--- src/rtl/led_blinker_array.sv ---
// led_blinker_array: CHANNELS independent LED drivers, each OFF / ON / BLINK / PWM,
// programmed one channel per valid/ready transfer; a global sync re-aligns all phases.
module led_blinker_array #(
  parameter int CHANNELS   = 4,
  parameter int CNT_WIDTH  = 24,
  parameter int DUTY_WIDTH = 8,
  localparam int CHAN_W    = (CHANNELS > 1) ? $clog2(CHANNELS) : 1
) (
  input  logic                  clock,
  input  logic                  reset,
  input  logic                  cfg_valid,
  output logic                  cfg_ready,
  input  logic [CHAN_W-1:0]     cfg_chan,
  input  logic [1:0]            cfg_mode,
  input  logic [CNT_WIDTH-1:0]  cfg_period,
  input  logic [DUTY_WIDTH-1:0] cfg_duty,
  output logic                  cfg_err,
  input  logic                  sync,
  output logic [CHANNELS-1:0]   light_on
);

  localparam logic [1:0] MODE_OFF   = 2'd0;
  localparam logic [1:0] MODE_ON    = 2'd1;
  localparam logic [1:0] MODE_BLINK = 2'd2;
  localparam logic [1:0] MODE_PWM   = 2'd3;

  logic [1:0]            mode_q   [CHANNELS];
  logic [1:0]            mode_d   [CHANNELS];
  logic [CNT_WIDTH-1:0]  period_q [CHANNELS];
  logic [CNT_WIDTH-1:0]  period_d [CHANNELS];
  logic [DUTY_WIDTH-1:0] duty_q   [CHANNELS];
  logic [DUTY_WIDTH-1:0] duty_d   [CHANNELS];
  logic [CNT_WIDTH-1:0]  cnt_q    [CHANNELS];
  logic [CNT_WIDTH-1:0]  cnt_d    [CHANNELS];
  logic [DUTY_WIDTH-1:0] phase_q  [CHANNELS];
  logic [DUTY_WIDTH-1:0] phase_d  [CHANNELS];
  logic [CHANNELS-1:0]   light_q;
  logic [CHANNELS-1:0]   light_d;
  logic                  cfg_ready_q;
  logic                  cfg_ready_d;
  logic                  cfg_err_q;
  logic                  cfg_err_d;
  logic                  accept;
  logic                  chan_ok;

  // Next-state: free-running prescalers, mode-dependent output, then sync, then config load.
  always_comb begin
    accept      = cfg_valid && cfg_ready_q;
    chan_ok     = (int'(cfg_chan) < CHANNELS);
    cfg_ready_d = 1'b1;
    cfg_err_d   = accept && !chan_ok;
    light_d     = light_q;
    for (int i = 0; i < CHANNELS; i++) begin
      mode_d[i]   = mode_q[i];
      period_d[i] = period_q[i];
      duty_d[i]   = duty_q[i];
      cnt_d[i]    = cnt_q[i];
      phase_d[i]  = phase_q[i];

      if (sync) begin
        // Restart every phase; BLINK starts low, PWM starts at the top of its frame.
        cnt_d[i]   = '0;
        phase_d[i] = '0;
        if (mode_q[i] == MODE_BLINK)
          light_d[i] = 1'b0;
        else if (mode_q[i] == MODE_PWM)
          light_d[i] = (duty_q[i] != '0);
      end else if (cnt_q[i] == period_q[i]) begin
        cnt_d[i] = '0;
        case (mode_q[i])
          MODE_BLINK: light_d[i] = ~light_q[i];
          MODE_PWM: begin
            phase_d[i] = phase_q[i] + 1'b1;
            light_d[i] = (phase_d[i] < duty_q[i]);
          end
          default: ;
        endcase
      end else begin
        cnt_d[i] = cnt_q[i] + 1'b1;
      end

      // OFF/ON levels are held regardless of counter activity.
      if (mode_q[i] == MODE_OFF) light_d[i] = 1'b0;
      if (mode_q[i] == MODE_ON)  light_d[i] = 1'b1;

      // A write overrides sync and counting for its own channel only.
      if (accept && chan_ok && (cfg_chan == CHAN_W'(i))) begin
        mode_d[i]   = cfg_mode;
        period_d[i] = cfg_period;
        duty_d[i]   = cfg_duty;
        cnt_d[i]    = '0;
        phase_d[i]  = '0;
        case (cfg_mode)
          MODE_ON:  light_d[i] = 1'b1;
          MODE_PWM: light_d[i] = (cfg_duty != '0);
          default:  light_d[i] = 1'b0;
        endcase
      end
    end
  end

  // State registers with synchronous reset to all-off.
  always_ff @(posedge clock) begin
    if (reset) begin
      for (int i = 0; i < CHANNELS; i++) begin
        mode_q[i]   <= MODE_OFF;
        period_q[i] <= '0;
        duty_q[i]   <= '0;
        cnt_q[i]    <= '0;
        phase_q[i]  <= '0;
      end
      light_q     <= '0;
      cfg_ready_q <= 1'b0;
      cfg_err_q   <= 1'b0;
    end else begin
      for (int i = 0; i < CHANNELS; i++) begin
        mode_q[i]   <= mode_d[i];
        period_q[i] <= period_d[i];
        duty_q[i]   <= duty_d[i];
        cnt_q[i]    <= cnt_d[i];
        phase_q[i]  <= phase_d[i];
      end
      light_q     <= light_d;
      cfg_ready_q <= cfg_ready_d;
      cfg_err_q   <= cfg_err_d;
    end
  end

  assign light_on  = light_q;
  assign cfg_ready = cfg_ready_q;
  assign cfg_err   = cfg_err_q;

endmodule

--- config.mk ---
export PLATFORM = sky130hd
export DESIGN_NAME = led_blinker_array
export DESIGN_NICKNAME = d
export VERILOG_FILES = /design/src/rtl/led_blinker_array.sv
export SDC_FILE = /design/constraint.sdc
export NUM_CORES = 1
export LEC_CHECK = 0
export BUFFER_PORTS_ARGS = -buffer_cell sky130_fd_sc_hd__buf_2
export CAP_MARGIN = 15
export CORE_MARGIN = 4
export CORE_UTILIZATION = 62
export DETAILED_ROUTE_END_ITERATION = 8
export PLACE_DENSITY = 0.83
export SLEW_MARGIN = 0
export SYNTH_ARGS = -nofsm -noshare
export SYNTH_HDL_FRONTEND = slang
export SYNTH_SLANG_ARGS = --single-unit
export TNS_END_PERCENT = 100
--- constraint.sdc ---
create_clock -name clock -period 3.1 [get_ports clock]
set_clock_uncertainty 0.2 [all_clocks]
set_input_delay 0.62 -clock clock [delete_from_list [all_inputs] [get_ports clock]]
set_output_delay 0.62 -clock clock [all_outputs]
set_load 0.03 [all_outputs]
**After elaboration in Yosys (flattened, before gate mapping)**

Memory sizes are Yosys's and may differ from the RTL's.
Cells that the tools add are included.

- Bits in registers: 5
- RAM bits: 264
- Input port bits: 40
- Memories kept: 5

- $add $sub $neg: 8
- Order comparisons: 4
- Equal/unequal tests: 21
- Multiplexer cells: 96
- Bitwise gates (word level): 24
- Reductions and logical operators: 27

Memories:

| memory | words | bits a word | read ports | clocked after Yosys merged registers in | wr ports | RTL line | RTL |
|---|---|---|---|---|---|---|---|
| cnt_q | 4 | 24 | 4 | 0 | 4 | 33 | `logic [CNT_WIDTH-1:0] cnt_q [CHANNELS];` |
| period_q | 4 | 24 | 4 | 0 | 4 | 29 | `logic [CNT_WIDTH-1:0] period_q [CHANNELS];` |
| duty_q | 4 | 8 | 4 | 0 | 4 | 31 | `logic [DUTY_WIDTH-1:0] duty_q [CHANNELS];` |
| phase_q | 4 | 8 | 4 | 0 | 4 | 35 | `logic [DUTY_WIDTH-1:0] phase_q [CHANNELS];` |
| mode_q | 4 | 2 | 4 | 0 | 4 | 27 | `logic [1:0] mode_q [CHANNELS];` |

Operator list:

| operator | number |
|---|---|
| two-way mux 24 bit | 24 |
| two-way mux 8 bit | 28 |
| adder 24 x 1 -> 24 bit (second input constant) | 4 |
| equality test 24 bit | 4 |
| nonzero test 5 bit | 8 |
| nonzero test 8 bit | 5 |
| adder 8 x 1 -> 8 bit (second input constant) | 4 |
| less-than comparator 8 bit | 4 |
| two-way mux 1 bit | 31 |
| equality test 2 bit (second input constant) | 11 |
| bitwise OR 1 bit | 20 |
| two-way mux 2 bit | 8 |
| equality test 2 x 1 -> 1 bit (second input constant) | 6 |
| zero test 2 bit | 5 |
| one-hot mux 1 bit (2 select lines) | 5 |
| AND reduction 2 bit | 4 |
| logical AND 1 bit | 5 |
| inverter 1 bit | 4 |

**Logic depth before layout (Yosys ltp)**

Gate-level depths: netlist (run 1).
An unclocked memory read counts as a cell.

- Depth after elaboration: 9
- Depth in mapped cells: 11

**Worst setup path before layout (run 1)**

OpenSTA, ideal clock, no wires.

- Path kind: register -> register
- Start point: memory phase_q[3][0]
- End point: register light_q[3] (netlist: light_on[3])
- Library setup time: 60 ps
- Arrival: 2328 ps
- Slack: 512 ps
- Cell stages (with the launch flop): 12
- Buffers on the path: 0
- Clock period less this slack: 2588 ps
- Cells stage by stage: dfxtp_1 > ha_1 > nand3_1 > or2_2 > xnor2_1 > ha_1 > nand2_1 > nor2_1 > a2111oi_0 > o31ai_1 > a221oi_1 > a41o_1

RTL lines:

| element | RTL line | RTL |
|---|---|---|
| from (decl) | 35 |  |
| to (signal assigned) | 123 | `light_q <= light_d;` |
| to (decl) | 37 | `logic [CHANNELS-1:0] light_q;` |

==> reports/metrics.cfg, run 1 <==
[timing]
layout_min_cycle_time_ns=2.82
fmaxAchievable_mhz=355
tns_ns=0
tightestPinTransition_ns=0.714
slew_headroom_pct=52.3
min_period_over_period_pct=90.8
rsz0062_at_grt=false
final-max-slew-violation-count=0
finalWorstSetupSlack_ns=0.284
hold_viol=0
finalSetupViolCount=0

[die]
row_count=51
coreArea_um2=19700
start_util_pct=64.0
dieArea_um2=22700
die_height_um=151
die_x_um=151
io_pins=46

[power]
power_density_nw_per_um2=535
power.internal_mw=5.75
power_switching_mw=1.73
seqPwrFrac_pct=47.4
peakVddDrop_uv=575
clkPwrFrac_pct=46.3
comb_power_share_pct=6.2
swShare_pct=23.1
leakage_nw=4.84
p_total_mw=7.48

[detailed_routing]
route.detailed.drc=0
wire_per_inst_um=16.1
wirelength_um=29700
vias=10500
via_per_inst=5.67
drtAntennaViolNets=0
drt_iter0_markers=720
first_pass_iters=6

[final_layout]
drive_above_1_share_pct=8.26
nFillCells=1498
fin_nets=1641
area_delta_synth_final_pct=10.7
antenna_cells=0

[setup_path]
cp-end-kind=flip-flop
worstPathRequired_ns=3.37
worstPathMaxFanout=5
crit_type=reg -> reg
cp-start-kind=flip-flop
worst_ep_arrival_time_ns=3.08

[synth]
synth_cell_types=54
synth_edf_count=0
ys_ff_latch=269
ys_top_cells_by_area=dfxtp_1 43%, nand2_1 9.8%, xnor2_1 9.6%
synth.avg_cell_area_um2=8.18
ys_async_sr_fraction_pct=0
synth_area_leader_cell=dfxtp_1
synthesis.instances=1543
ys_top_cells_by_count=329 x nand2_1, 269 x dfxtp_1, 157 x a21oi_1
synth_top_area_share_pct=42.7
synth-seq-area-share_pct=42.7
syn_area_um2=12600
yosys_warnings=0
synth_fp_nets=1619
ys.flop_type=dfxtp_1
post-synth-top-count-cell=nand2_1

[clock_network]
clk_pin_slew_ns=0.07
numCtsBuffers=28
postCtsSetupRepairBufs=0
clk_path_buf_depth=3
tritoncts=built
cts_resized=0
cts_hold_buf=0
cts.sinks=269
htreeDepth=1
root_buffer=clkbuf_16
worstSkewPairLatency_ns=0.53

[placed_design]
finalWeightedCongestion=0.868
io_buffers=44
hpwl_um=20500
pre_cts_slack_ns=0.296

[grt]
grt_overflow=0
grt_max_degree=70
grt_pass1_vias=9726
grt_pass1_wl_um=48900
antenna_found_initial=0
track_usage_pct=26.3

[run]
max_cap_viol_count=0

[run_status]
status=finished, final reports clean

[min_path]
hold_class=in -> reg

-- worst max-delay path: stages (launching register included) --
cell	delay, ns
dfxtp_1	0.39
ha_1	0.22
nand3_1	0.15
or2_2	0.36
xnor2_1	0.14
ha_1	0.29
nand2_1	0.07
nor2_1	0.04
a2111oi_0	0.37
o31ai_1	0.13
a221oi_1	0.28
a41o_1	0.13
-- path summary, 6_finish.rpt --
kind	start	end	slack (ns)	depth (start not counted)
worst min register to register	duty_q[2][3]$_SDFFE_PP0P_	duty_q[2][3]$_SDFFE_PP0P_	0.26	2
worst max register to register	phase_q[3][0]$_SDFFE_PP0P_	light_on[3]$_SDFFE_PP0P_	0.28	11
worst max-delay path	phase_q[3][0]$_SDFFE_PP0P_	light_on[3]$_SDFFE_PP0P_	0.28	11
worst min-delay path	cfg_period[23]	period_q[3][23]$_SDFFE_PP0P_	0.18	3
-- stage by stage --
stage	hold WS, ns	std cells	utilization (%)	area (µm²)
2_1_floorplan	0.236	1543	-	12600
3_3_place_gp	0.243	1800	65.9	13000
4_1_cts	0.164	1851	70.8	14000
3_5_place_dp	0.252	1800	65.9	13000
5_1_grt	0.175	1851	70.8	14000
6_report	0.179	1851	70.8	14000
-- flip-flops by register name, summed over array words and instances (netlist names) --
name       flops
cnt_q         96
period_q      96
duty_q        32
phase_q       32
mode_q         8
light_on       4
cfg_ready      1
-- routing by layer --
metal	share of wire [%]	GRT usage [%]
met1	46	38.2
met2	46	41.8
met3	5.4	2.98
met4	2.5	7.21
met5	0	0
-- placed cells by master (no fill, tap or decap), types with 13 or more instances in the layout --
master       n
nand2_1    329
dfxtp_1    269
a21oi_1    157
nor2_1     154
xnor2_1    138
xor2_1      85
nand4_1     54
nand3_1     48
inv_1       43
buf_2       43
ha_1        36
clkbuf_16   29
and3_1      20
o21ai_0     19
buf_4       18
nor3_1      13
-- logic make-up after synthesis --
group	share of synthesized area (%)
AND/OR/NAND/NOR	25.2
flip-flops	42.7
XOR/XNOR	15.6
AO/OA/AOI/OAI	8.96
buffers and inverters	3.79
adder cells (fa/ha/maj)	3.57
multiplexers	0.159
other	0.0297
-- power by group through the flow --
| stage | Sequential (mW) | Clock (mW) | Combinational [mW] |
|---|---|---|---|
| floorplan | 3.61 | 0 | 0.296 |
| global placement | 3.62 | 0 | 0.448 |
| detailed placement | 3.62 | 0 | 0.458 |
| CTS | 3.55 | 3.51 | 0.461 |
| global route | 3.55 | 3.65 | 0.508 |
| finish | 3.55 | 3.46 | 0.466 |
-- layout make-up --
cell class	count	area (µm²)	area share [%]
tap	265	332	2.37
multi-input combinational	1162	6760	48.4
clock buffer	42	875	6.26
sequential	269	5390	38.6
inverter	43	161	1.16
clock inverter	9	100	0.717
timing repair buffer	61	350	2.51
(Power assumes the default switching activity.)
==> run 2, diff against run 1 <==
Settings changed: CORE_UTILIZATION 62 to 64, CTS_BUF_LIST set to sky130_fd_sc_hd__clkbuf_8, PLACE_DENSITY 0.83 to 0.85.
==> reports/metrics.cfg, run 2 (synthesis gave the netlist of run 1 again) <==
[grt]
track_usage_pct=27.0  ; +0.70 points
grt_max_degree=119  ; +70%
grt_pass1_vias=10100  ; +3.8%
grt_pass1_wl_um=49200  ; +0.55%
antenna_found_initial=0  ; unchanged
grt_overflow=0  ; unchanged

[final_layout]
final_core_util_pct=71.9  ; +1.1 points
fin_nets=1657  ; +0.98%
final_cell_mix=329 x nand2_1, 269 x dfxtp_1, 157 x a21oi_1, 154 x nor2_1, 138 x xnor2_1
area_delta_synth_final_pct=10.6
antenna_cells=0  ; unchanged
drive_above_1_share_pct=9.59  ; +1.3 points
final_common_cell=nand2_1
reg_top3=cnt_q: 96 flops, period_q: 96 flops

[setup_path]
crit_type=reg -> reg
cp-end-kind=flip-flop
r2r_cells=11  ; unchanged
r2r_slack_ns=0.34  ; +0.06 ns
r2r_start=phase_q[3][0]$_SDFFE_PP0P_
cp-start-kind=flip-flop
worst_ep_arrival_time_ns=3.06  ; -0.02 ns
worstPathRequired_ns=3.40  ; +0.03 ns
worstPathMaxFanout=5  ; unchanged
crit_end=light_on[3]$_SDFFE_PP0P_
startpoint=phase_q[3][0]$_SDFFE_PP0P_
reg2reg_to=light_on[3]$_SDFFE_PP0P_

[placed_design]
hpwl_um=20000  ; -2.5%
finalWeightedCongestion=0.869  ; +0.13%
io_buffers=44  ; unchanged

[detailed_routing]
vias=10700  ; +1.6%
first_pass_iters=6  ; unchanged
via_per_inst=5.67  ; about the same
drt_iter0_markers=728  ; +1.1%
drtAntennaViolNets=0  ; unchanged
wire_per_inst_um=15.8  ; -1.7%
route.detailed.drc=0  ; unchanged
wirelength_um=29700  ; -0.14%

[timing]
tightestPinTransition_ns=0.628  ; -0.0862 ns
slew_headroom_pct=57.8  ; +5.5 points
layout_min_cycle_time_ns=2.76  ; -0.0592 ns
rsz0062_at_grt=false
hold_viol=0  ; unchanged
final-max-slew-violation-count=0  ; unchanged
finalSetupViolCount=0  ; unchanged
tns_ns=0  ; unchanged
fmaxAchievable_mhz=363  ; +2.1%
min_period_over_period_pct=88.9  ; -1.9 points

[power]
peakVddDrop_uv=374  ; -35%
power_density_nw_per_um2=520  ; -2.9%
leakage_nw=4.88  ; +1.0%

[clock_network]
clk_path_buf_depth=3  ; unchanged
clk_pin_slew_ns=0.07  ; about the same
htreeDepth=2  ; +1
tritoncts=built
root_buffer=clkbuf_8
worstSkewPairLatency_ns=0.56  ; +0.03 ns
postCtsSetupRepairBufs=0  ; unchanged
numCtsBuffers=45  ; +61%
cts_resized=0  ; unchanged
cts_hold_buf=0  ; unchanged
cts.sinks=269  ; unchanged

[die]
die_x_um=148  ; -1.5%
start_util_pct=65.0  ; +1.1 points
row_count=51  ; unchanged
io_pins=46  ; unchanged
die_height_um=148  ; -1.5%
coreArea_um2=19400  ; -1.6%
dieArea_um2=22000  ; -3.0%

[run]
max_cap_viol_count=0  ; unchanged

[min_path]
hold_class=in -> reg

[run_status]
status=finished, final reports clean

==> run 2: how the worst min path moves through the flow <==
| stage | to | startpoint | depth (start not counted) | slack (ns) |
|---|---|---|---|---|
| after floorplan | duty_q[2][3]$_SDFFE_PP0P_ | duty_q[2][3]$_SDFFE_PP0P_ | 2 | 0.24 |
| after global placement | duty_q[2][4]$_SDFFE_PP0P_ | duty_q[2][4]$_SDFFE_PP0P_ | 2 | 0.24 |
| after detailed placement | duty_q[2][6]$_SDFFE_PP0P_ | duty_q[2][6]$_SDFFE_PP0P_ | 2 | 0.26 |
| after CTS | duty_q[3][4]$_SDFFE_PP0P_ | cfg_duty[4] | 3 | 0.14 |
| after global routing | period_q[0][1]$_SDFFE_PP0P_ | cfg_period[1] | 3 | 0.15 |
| final | period_q[1][0]$_SDFFE_PP0P_ | cfg_period[0] | 3 | 0.15 |
==> run 2: metal layers <==
metal | vias to the layer above | track usage [%] | routed length, µm
met5 | - | 0 | 0
met4 | 0 | 11.1 | 1060
met3 | 88 | 3.60 | 1660
met2 | 333 | 43.8 | 13600
met1 | 5000 | 36.6 | 13300
li1 | 5235 | - | -
==> run 2: stage by stage <==
step           hold WS (ns)  area, µm²  setup slack [ns]  power [mW]  std cells
2_1_floorplan         0.236      12600             0.512        3.91       1543
3_5_place_dp          0.256      13000             0.331        4.08       1799
3_3_place_gp          0.243      13000             0.404        4.07       1799
5_1_grt               0.147      13900            0.0400        7.50       1881
4_1_cts               0.137      13900             0.333        7.29       1881
6_report              0.155      13900             0.344        7.25       1881
==> run 2: final cells by class <==
cell class                      instances  area [µm²]
Timing Repair Buffer                   60         355
Multi-Input combinational cell       1162        6760
Clock buffer                           59         812
Tap cell                              265         332
Clock inverter                         23         140
Sequential cell                       269        5390
Inverter                               43         161
Fill cell                            1470        5450
==> run 2: where the power goes <==
group / total, mW / leakage, nW / internal, mW / switching [mW]
logic: 0.471 / 2.18 / 0.146 / 0.325
clock network: 3.24 / 0.532 / 1.80 / 1.44
registers: 3.55 / 2.17 / 3.50 / 0.0432
total: 7.25 / 4.88 / 5.45 / 1.80
==> run 2: critical path, stage by stage (launching register included) <==
cell	delay, ns
dfxtp_1	0.39
ha_1	0.22
nand3_1	0.16
or2_2	0.36
xnor2_1	0.14
ha_1	0.28
nand2_1	0.06
nor2_1	0.04
a2111oi_1	0.35
o31ai_1	0.13
a221oi_1	0.26
a41o_1	0.12
==> run 3, diff against run 2 <==
Settings changed: CORE_ASPECT_RATIO set to 0.5, GPL_TIMING_DRIVEN set to 0.
==> reports/metrics.cfg, run 3 (synthesis gave the netlist of run 1 again) <==
[timing]
min_period_over_period_pct=95.3  ; +6.4 points
hold_viol=0  ; unchanged
tightestPinTransition_ns=0.961  ; +0.333 ns
fmaxAchievable_mhz=338  ; -6.7%
tns_ns=0  ; unchanged
finalWorstSetupSlack_ns=0.145  ; -0.199 ns
finalSetupViolCount=0  ; unchanged
final-max-slew-violation-count=0  ; unchanged
rsz0062_at_grt=false
layout_min_cycle_time_ns=2.96  ; +0.199 ns
slew_headroom_pct=35.5  ; -22 points

[clock_network]
cts_hold_buf=0  ; unchanged
numCtsBuffers=38  ; -16%
cts.sinks=269  ; unchanged
clk_pin_slew_ns=0.08  ; about the same
root_buffer=clkbuf_8
cts_resized=0  ; unchanged
clk_path_buf_depth=3  ; unchanged
htreeDepth=2  ; unchanged
postCtsSetupRepairBufs=0  ; unchanged
tritoncts=built
worstSkewPairLatency_ns=0.54  ; -0.02 ns

[min_path]
hold_end=duty_q[2][7]$_SDFFE_PP0P_
whs_path_depth=3  ; unchanged
hp-start=cfg_duty[7]
hold_class=in -> reg

[setup_path]
reg2reg_to=light_on[3]$_SDFFE_PP0P_
cp-start-kind=flip-flop
cp_top_family=compound AO/OA/AOI/OAI gates
slowest_delay_ns=0.39  ; about the same
r2r_slack_ns=0.14  ; -0.20 ns
cp-end-kind=flip-flop
worstPathRequired_ns=3.38  ; -0.02 ns
worst_path_most_repeated_cell=ha_1
worstPathMaxFanout=5  ; unchanged
cp_cell_sequence=ha_1 > nand3_1 > or2_2 > xnor2_1 > ha_1 > nand2_1 > nor2_1 > a2111oi_0 > o31ai_1 > a221oi_1 > a41o_1
r2r_start=phase_q[3][0]$_SDFFE_PP0P_
r2r_cells=11  ; unchanged
crit_type=reg -> reg
slowest_stage=dfxtp_1
worst_ep_arrival_time_ns=3.23  ; +0.17 ns
path_buf_inv=0  ; unchanged

[grt]
grt_overflow=0  ; unchanged
grt_pass1_vias=10700  ; +6.5%
track_usage_pct=29.8  ; +2.8 points
grt_max_degree=12  ; -90%
antenna_found_initial=0  ; unchanged
grt_pass1_wl_um=53200  ; +8.3%

[run]
max_cap_viol_count=0  ; unchanged

[die]
die_height_um=107  ; -28%
dieArea_um2=22200  ; +0.62%
coreArea_um2=18900  ; -2.7%
row_count=35  ; -31%
io_pins=46  ; unchanged
die_x_um=207  ; +39%
start_util_pct=66.8  ; +1.8 points

[detailed_routing]
drtAntennaViolNets=0  ; unchanged
via_per_inst=5.85  ; +3.3%
vias=11200  ; +4.8%
wl_met1_um=14400  ; +8.3%
wire_per_inst_um=17.6  ; +12%
met3_wirelength_um=3250  ; +96%
wirelength_um=33600  ; +13%
first_pass_iters=5  ; -1
route.detailed.drc=0  ; unchanged
top_layer=met4
drt_iter0_markers=944  ; +30%
route.met2.wl_um=14900  ; +9.1%

[final_layout]
drive_above_1_share_pct=8.07  ; -1.5 points
fin_nets=1701  ; +2.7%
area_delta_synth_final_pct=10.5  ; about the same
final-seq-area_um2=5390  ; unchanged
antenna_cells=0  ; unchanged
reg_top3=cnt_q: 96 flops, period_q: 96 flops
nFillCells=1387  ; -5.6%
final_cell_mix=329 x nand2_1, 269 x dfxtp_1, 157 x a21oi_1, 156 x nor2_1, 138 x xnor2_1
final_common_cell=nand2_1
multi_input_area_um2=6750  ; -0.17%

[power]
leakage_nw=4.84  ; -0.86%
peakVddDrop_uv=308  ; -18%
power_density_nw_per_um2=504  ; -3.1%

[placed_design]
io_buffers=42  ; -4.5%
finalWeightedCongestion=0.955  ; +9.9%
pre_cts_slack_ns=0.228  ; -0.103 ns
hpwl_um=24600  ; +23%

[run_status]
status=finished, final reports clean

[run 3: cell types whose count changed in the layout (fill, tap and decap cells not counted), moves of 2 or more]
cell	previous run	this run
buf_2	43	51
buf_4	16	2
buf_6	0	5
bufinv_16	1	3
clkbuf_1	0	52
clkbuf_8	59	46
clkinv_2	10	4
nor2_1	154	156
nor2_2	4	2
[run 3: where the power goes]
| part | internal (mW) | switching, mW | total [mW] |
|---|---|---|---|
| registers | 3.50 | 0.0444 | 3.55 |
| logic | 0.147 | 0.368 | 0.515 |
| clock network | 1.60 | 1.37 | 2.97 |
[run 3: worst reg2reg max path, delay by kind of cell (launching register included)]
kind            cells  cell delay (ns)
fa+ha+maj           2             0.51
xor+xnor            1             0.22
compound gates      4             0.97
simple gates        4             0.64
flops               1             0.39
[run 3: final cells by class]
class	instances	share of cell area [%]
timing repair buffer	42	1.51
clock inverter	18	1.15
sequential	269	38.6
buffer	69	2.27
tap	259	2.32
inverter	43	1.16
clock buffer	46	4.54
multi-input combinational	1162	48.4
[run 3: worst max path at each step]
stage / startpoint / endpoint / slack (ns) / cells after the start
6_report: phase_q[3][0]$_SDFFE_PP0P_ / light_on[3]$_SDFFE_PP0P_ / 0.14 / 11
5_1_grt: phase_q[3][0]$_SDFFE_PP0P_ / light_on[3]$_SDFFE_PP0P_ / 0.06 / 11
4_1_cts: phase_q[3][0]$_SDFFE_PP0P_ / light_on[3]$_SDFFE_PP0P_ / 0.19 / 11
3_5_place_dp: phase_q[3][0]$_SDFFE_PP0P_ / light_on[3]$_SDFFE_PP0P_ / 0.23 / 11
3_3_place_gp: phase_q[3][0]$_SDFFE_PP0P_ / light_on[3]$_SDFFE_PP0P_ / 0.29 / 11
2_1_floorplan: phase_q[3][0]$_SDFFE_PP0P_ / light_on[3]$_SDFFE_PP0P_ / 0.51 / 11
[run 3: metal layers]
metal,global-route usage (%),vias to the layer above
li1,-,5326
met1,40.6,5290
met2,47.0,465
met3,7.13,88
met4,10.0,0
met5,0,-
[run 3: through the flow]
stage	utilization [%]	hold slack (ns)	cells	total power [mW]	cell area, µm²
4_1_cts	73.9	0.177	1908	7.00	13900
5_1_grt	73.9	0.171	1908	7.24	13900
3_5_place_dp	69.7	0.261	1844	4.11	13100
6_report	73.9	0.185	1908	7.03	13900
3_3_place_gp	69.7	0.245	1844	4.10	13100
2_1_floorplan	-	0.236	1543	3.91	12600
